==> src/rtl/nvme_errlog_ctl_pkg.sv <==
// ---------------------------------------------------------------------------
// nvme_errlog_ctl_pkg
// Shared definitions for the NVMe error/event log controller and its helpers:
//   - ZERO            : single-bit zero constant
//   - errlog_state_e  : report handshake FSM encodings
//   - clog2()         : ceiling log2 for parameter checks
//   - popcount()      : population count over a vector of up to POPCNT_MAX bits
// ---------------------------------------------------------------------------
package nvme_errlog_ctl_pkg;

    localparam logic ZERO       = 1'b0;
    localparam int   POPCNT_MAX = 128;

    typedef enum logic [0:0] {
        ERRLOG_IDLE    = 1'b0,
        ERRLOG_PRESENT = 1'b1
    } errlog_state_e;

    function automatic int clog2(input int value);
        int r;
        r = 0;
        while ((1 << r) < value) r++;
        return r;
    endfunction

    // Callers zero-extend narrower vectors to POPCNT_MAX bits.
    function automatic logic [7:0] popcount(input logic [POPCNT_MAX-1:0] v);
        logic [7:0] c;
        c = '0;
        for (int i = 0; i < POPCNT_MAX; i++) c = c + {7'd0, v[i]};
        return c;
    endfunction

endpackage

==> src/rtl/nvme_rr_pick.sv <==
// ---------------------------------------------------------------------------
// nvme_rr_pick
// Combinational round-robin priority picker. Grants the lowest requesting
// index at or above ptr; if none, wraps and grants the lowest requester
// overall. With ptr = 0 it degenerates to a plain lowest-set-bit finder.
// Ports:
//   req       in  width      request vector
//   ptr       in  idx_width  search start position
//   gnt_valid out 1          any request present
//   gnt_idx   out idx_width  granted index (0 when gnt_valid = 0)
// ---------------------------------------------------------------------------
module nvme_rr_pick #(
    parameter int width     = 32,
    parameter int idx_width = 5
) (
    input  logic [width-1:0]     req,
    input  logic [idx_width-1:0] ptr,
    output logic                 gnt_valid,
    output logic [idx_width-1:0] gnt_idx
);

    logic                 hi_valid;
    logic [idx_width-1:0] hi_idx;
    logic                 lo_valid;
    logic [idx_width-1:0] lo_idx;

    // Scan from the top down so the last hit is the lowest index in each set.
    always_comb begin
        hi_valid = 1'b0;
        hi_idx   = '0;
        lo_valid = 1'b0;
        lo_idx   = '0;
        for (int i = width - 1; i >= 0; i--) begin
            if (req[i]) begin
                lo_valid = 1'b1;
                lo_idx   = idx_width'(i);
                if (i >= int'(ptr)) begin
                    hi_valid = 1'b1;
                    hi_idx   = idx_width'(i);
                end
            end
        end
        gnt_valid = lo_valid;
        gnt_idx   = hi_valid ? hi_idx : lo_idx;
    end

endmodule

==> src/rtl/nvme_errlog_ctl.sv <==
// ---------------------------------------------------------------------------
// nvme_errlog_ctl
// Bank of sticky error/event bits with first-error capture and a
// one-at-a-time round-robin reporting handshake.
// Ports:
//   clk, reset          clock, asynchronous active-high reset
//   event_in   in  W    per-source set request (sets the sticky bit)
//   mask       in  W    1 = latch but never report
//   clr_valid  in  1    qualifies clr_mask
//   clr_mask   in  W    write-1-to-clear of sticky bits
//   sticky_out out W    sticky status
//   first_valid/first_idx  out  first-error capture
//   rpt_valid/rpt_idx out, rpt_ack in   report handshake
//   pending_cnt out I+1 count of eligible, unreported bits (one cycle lag)
// ---------------------------------------------------------------------------
module nvme_errlog_ctl
    import nvme_errlog_ctl_pkg::*;
#(
    parameter int width     = 32,
    parameter int idx_width = 5
) (
    input  logic                 clk,
    input  logic                 reset,
    input  logic [width-1:0]     event_in,
    input  logic [width-1:0]     mask,
    input  logic                 clr_valid,
    input  logic [width-1:0]     clr_mask,
    output logic [width-1:0]     sticky_out,
    output logic                 first_valid,
    output logic [idx_width-1:0] first_idx,
    output logic                 rpt_valid,
    output logic [idx_width-1:0] rpt_idx,
    input  logic                 rpt_ack,
    output logic [idx_width:0]   pending_cnt
);

    if (idx_width < clog2(width) || width < 2 || width > POPCNT_MAX) begin : g_bad_params
        $error("nvme_errlog_ctl: invalid width/idx_width");
    end

    errlog_state_e        state_q, state_d;
    logic [width-1:0]     sticky_q, sticky_d;
    logic [width-1:0]     reported_q, reported_d;
    logic                 first_valid_q, first_valid_d;
    logic [idx_width-1:0] first_idx_q, first_idx_d;
    logic [idx_width-1:0] rpt_idx_q, rpt_idx_d;
    logic [idx_width-1:0] ptr_q, ptr_d;
    logic [idx_width:0]   pending_q, pending_d;

    logic [width-1:0]     clr_vec;
    logic [width-1:0]     ack_vec;
    logic [width-1:0]     eligible;
    logic                 ack_fire;
    logic                 pick_valid;
    logic [idx_width-1:0] pick_idx;
    logic                 ev_any;
    logic [idx_width-1:0] ev_low_idx;

    assign clr_vec  = {width{clr_valid}} & clr_mask;
    assign ack_fire = (state_q == ERRLOG_PRESENT) && rpt_ack;
    assign eligible = sticky_q & ~mask & ~reported_q;

    always_comb begin
        ack_vec = '0;
        if (ack_fire) ack_vec[rpt_idx_q] = 1'b1;
    end

    // Set wins over a same-cycle clear.
    assign sticky_d = event_in | (sticky_q & ~clr_vec);
    // Masking with sticky_d makes a clear win over a same-cycle ack, and keeps
    // an ack on an already-cleared bit from marking it reported.
    assign reported_d = (reported_q | ack_vec) & sticky_d;

    assign pending_d = (idx_width + 1)'(popcount(POPCNT_MAX'(eligible)));

    nvme_rr_pick #(.width(width), .idx_width(idx_width)) u_rr (
        .req       (eligible),
        .ptr       (ptr_q),
        .gnt_valid (pick_valid),
        .gnt_idx   (pick_idx)
    );

    // Lowest set bit of event_in for first-error capture.
    nvme_rr_pick #(.width(width), .idx_width(idx_width)) u_first (
        .req       (event_in),
        .ptr       ({idx_width{ZERO}}),
        .gnt_valid (ev_any),
        .gnt_idx   (ev_low_idx)
    );

    // While any sticky bit is set the capture is frozen. Once the bank is
    // empty, the flag follows event_in: capture, re-capture, or drop.
    always_comb begin
        first_valid_d = first_valid_q;
        first_idx_d   = first_idx_q;
        if (sticky_q == '0) begin
            first_valid_d = ev_any;
            if (ev_any) first_idx_d = ev_low_idx;
        end
    end

    always_comb begin
        state_d   = state_q;
        rpt_idx_d = rpt_idx_q;
        ptr_d     = ptr_q;
        unique case (state_q)
            ERRLOG_IDLE: begin
                if (pick_valid) begin
                    rpt_idx_d = pick_idx;
                    state_d   = ERRLOG_PRESENT;
                end
            end
            ERRLOG_PRESENT: begin
                if (rpt_ack) begin
                    ptr_d   = (rpt_idx_q == idx_width'(width - 1)) ? '0 : rpt_idx_q + 1'b1;
                    state_d = ERRLOG_IDLE;
                end
            end
            default: state_d = ERRLOG_IDLE;
        endcase
    end

    always_ff @(posedge clk or posedge reset) begin
        if (reset) begin
            state_q       <= ERRLOG_IDLE;
            sticky_q      <= '0;
            reported_q    <= '0;
            first_valid_q <= 1'b0;
            first_idx_q   <= '0;
            rpt_idx_q     <= '0;
            ptr_q         <= '0;
            pending_q     <= '0;
        end else begin
            state_q       <= state_d;
            sticky_q      <= sticky_d;
            reported_q    <= reported_d;
            first_valid_q <= first_valid_d;
            first_idx_q   <= first_idx_d;
            rpt_idx_q     <= rpt_idx_d;
            ptr_q         <= ptr_d;
            pending_q     <= pending_d;
        end
    end

    assign sticky_out  = sticky_q;
    assign first_valid = first_valid_q;
    assign first_idx   = first_idx_q;
    assign rpt_valid   = (state_q == ERRLOG_PRESENT);
    assign rpt_idx     = rpt_idx_q;
    assign pending_cnt = pending_q;

endmodule

==> config.mk <==
export PLATFORM = sky130hd
export DESIGN_NAME = nvme_errlog_ctl
export DESIGN_NICKNAME = d
export VERILOG_FILES = /design/src/rtl/nvme_errlog_ctl_pkg.sv /design/src/rtl/nvme_rr_pick.sv /design/src/rtl/nvme_errlog_ctl.sv
export SDC_FILE = /design/constraint.sdc
export NUM_CORES = 1
export LEC_CHECK = 0
export CAP_MARGIN = 25
export CORE_ASPECT_RATIO = 0.9
export CORE_MARGIN = 5
export CORE_UTILIZATION = 48
export CTS_BUF_LIST = sky130_fd_sc_hd__clkbuf_2 sky130_fd_sc_hd__clkbuf_4 sky130_fd_sc_hd__clkbuf_8
export DETAILED_ROUTE_END_ITERATION = 10
export GPL_ROUTABILITY_DRIVEN = 0
export PLACE_DENSITY = 0.81
export SYNTH_ARGS = -nofsm -noshare
export SYNTH_HDL_FRONTEND = slang
export SYNTH_HIERARCHICAL = 1
export SYNTH_SLANG_ARGS = --single-unit
==> constraint.sdc <==
create_clock -name clk -period 5 [get_ports clk]
set_clock_uncertainty 0.2 [all_clocks]
set_input_delay 1 -clock clk [delete_from_list [all_inputs] [get_ports clk]]
set_output_delay 1 -clock clk [all_outputs]
set_load 0.01 [all_outputs]
==> summary.md <==
| Metric | Value |
|---|---|
| Worst-Skew Late Latency | `0.40 ns` |
| Leakage dissipation | `4.29 nW` |
| CTS tree | `done` |
| Layout Cells excl Fill | `1354` |
| First-pass GRT wire length | `42100 um` |
| Hold-fix buffers, CTS | `0` |
| Htree depth | `3` |
| Fmax | `188 MHz` |
| Async set-reset flop share out of synthesis | `100%` |
| Inst Count DP | `1290` |
| PortBufs | `149` |
| Crit-path max FO | `2` |
| Register area share after synthesis | `30.7%` |
| RSZ-0062 raised after global routing | `true` |
| Synth top area cells | `dfrtp_1, a21oi_1, fa_1` |
| Max Slew Vio Count | `0` |
| Number of max-cap violations | `0` |
| Total CTS buffers | `9` |
| Final min period | `5.33 ns` |
| Share of the synthesized area in the top cell type | `30.7%` |
| Post-layout nets | `1287` |
| Average size of a mapped cell | `7.81 sq um` |
| Sink Count | `87` |
| Critical path class | `in -> reg` |
| Post-synth EDFFs | `0` |
| DP HPWL | `20100 um` |
| Clock Tree Buf Depth | `2` |
| Failing checks | `negative setup slack` |
| Setup Total Neg Slack | `-1.19 ns` |
| Grt ovf | `0` |
| Main synth FF type | `dfrtp_1` |
| Vias in the first global route | `8092` |
| CP endpoint kind | `register` |
| Worst setup SP type | `primary input` |
| Final Instance Area | `9850 sq um` |
| Placed cell areas | `9210 sq um` |
| Final Hold Violating Endpoints | `0` |
| Slew margin rel. | `34.2%` |
| DRT antenna net count | `0` |
| Total power | `4.91 mW` |
| Row cnt | `42` |
| Mean routed wirelength per cell | `20.4 um` |
| Iter 0 DRT Violations | `1155` |
| Initial core utilization | `48.6%` |
| Layout cell share with drive strength beyond 1 | `17.4%` |
| Cell area after synthesis | `7100 sq um` |
| Outcome | `finished with violations` |
| Vias | `8369` |
| Antenna cell count | `0` |
| Pin count of the biggest net entering global routing | `52` |
| Area Growth Syn to Fin | `38.7%` |
| IO Count | `150` |
| Synth Instances | `909` |
| Detailed Route WL | `27700 um` |
| Setup violators final | `6` |
| Full die area | `17300 sq um` |
| Die width | `138 um` |
| Antenna violations before repair | `0` |
| Most common cell after layout, fill and taps aside | `clkdlybuf4s50_1` |
| CTS root buf | `clkbuf_8` |
| Peak VDD IR | `483 uV` |
| WHS | `0.305 ns` |
| Most frequent cells in the layout | `clkdlybuf4s50_1, a21oi_1, nor2_1` |
| Slew @ Worst Pin | `0.987 ns` |
| Core box area | `14600 sq um` |
| Yosys cell types | `83` |
| DR vias/cell | `6.18` |
| Drt drc | `0` |
| Clk slew on worst S/H paths | `0.09 ns` |
| Arr. time, crit path | `5.40 ns` |
| Period Utilization, post-route | `107%` |
| PwrDens | `499 nW/um^2` |
| Seq cells post-synth | `87` |
| Synth area leader | `dfrtp_1` |
| HP Class | `reg -> reg` |
| Initial DRT Pass Iterations | `6` |
| Worst EP required | `5.07 ns` |
| Fin worst setup slack | `-0.330 ns` |
| Yosys Warn Count | `6` |
| Die H | `125 um` |
| Total GRT Usage | `30.3%` |
## critical path, cell delays in order
cell	delay [ns]
buf_2	0.10
nor2_1	0.14
nand2_1	0.13
fa_1	0.56
fa_2	0.59
fa_1	0.44
fa_1	0.55
fa_1	0.44
fa_1	0.51
inv_2	0.05
ha_4	0.15
fa_2	0.34
buf_4	0.15
buf_6	0.10
xor2_1	0.15
## logic make-up after synthesis
group           Yosys count  synth area share [%]
xor+xnor                  5                 0.617
buf+inv                 131                  7.58
mux                       9                  1.43
simple gates            361                  25.6
fa+ha+maj                36                  8.89
other cells               1                0.0528
compound gates          279                  25.2
flops                    87                  30.7
## path summary, 6_finish.rpt
path / start / end / slack (ns) / cells after the start
min in group asynchronous: reset / reported_q[23] / 0.63 / 2
max in group asynchronous: reset / rpt_idx[4] / 3.03 / 3
hold reg to reg: reported_q[2] / reported_q[2] / 0.31 / 2
setup reg to reg: reported_q[23] / pending_cnt[2] / -0.06 / 15
hold / removal: reported_q[2] / reported_q[2] / 0.31 / 2
setup / recovery: mask[25] / pending_cnt[2] / -0.33 / 15
## sequential cells by signal, indices dropped and copies added, names as in the netlist
signal / count
ptr_q: 5
reported_q: 32
first_valid: 1
first_idx: 5
sticky_out: 32
rpt_valid: 1
rpt_idx: 5
pending_cnt: 6
## what timing repair did
| item | in CTS | in global routing |
|---|---|---|
| setup endpoints to repair | 5 | 10 |
| cloned | 0 | 0 |
| buffers inserted | 45 | 6 |
| resized for setup | 75 | 31 |
| pin swaps | 43 | 26 |
## cell type report
class,instances,area [sq um]
Clock buffer,12,153
Clock inverter,4,53.8
Inverter,103,395
Sequential cell,87,2180
Multi-Input combinational cell,710,4670
Timing Repair Buffer,240,2150
Fill cell,1196,4760
Tap cell,198,248
## layer usage
metal  vias to the layer above  track usage (%)  wire (um)
met4                         0             16.0       1750
li1                       3680                -          -
met3                       154             6.26       2660
met1                      3922             37.8      10400
met5                         -                0          0
met2                       613             49.9      12900
## cells in the mapped netlist (all sizes together), types with 12 or more instances
cell    count
a21oi     116
nor3b      21
nor3       19
nor2      109
o21ai      56
dfrtp      87
inv       103
clkbuf     13
buf        15
nand2     100
fa         24
nand3      25
ha         12
nor4       21
o211ai     14
## through the flow
stage	setup WS, ns	util, %
2_1_floorplan	-0.411	-
3_3_place_gp	-0.945	63.0
3_5_place_dp	-1.09	63.0
4_1_cts	-0.281	66.7
5_1_grt	-0.388	67.4
6_report	-0.330	67.4
## power by group
part,leakage (nW),internal (mW),total (mW),switching [mW]
logic,3.14,1.65,3.29,1.63
registers,1.04,0.852,1.10,0.247
clock network,0.100,0.258,0.525,0.268
Note: power is estimated with default switching activity, not from simulation.
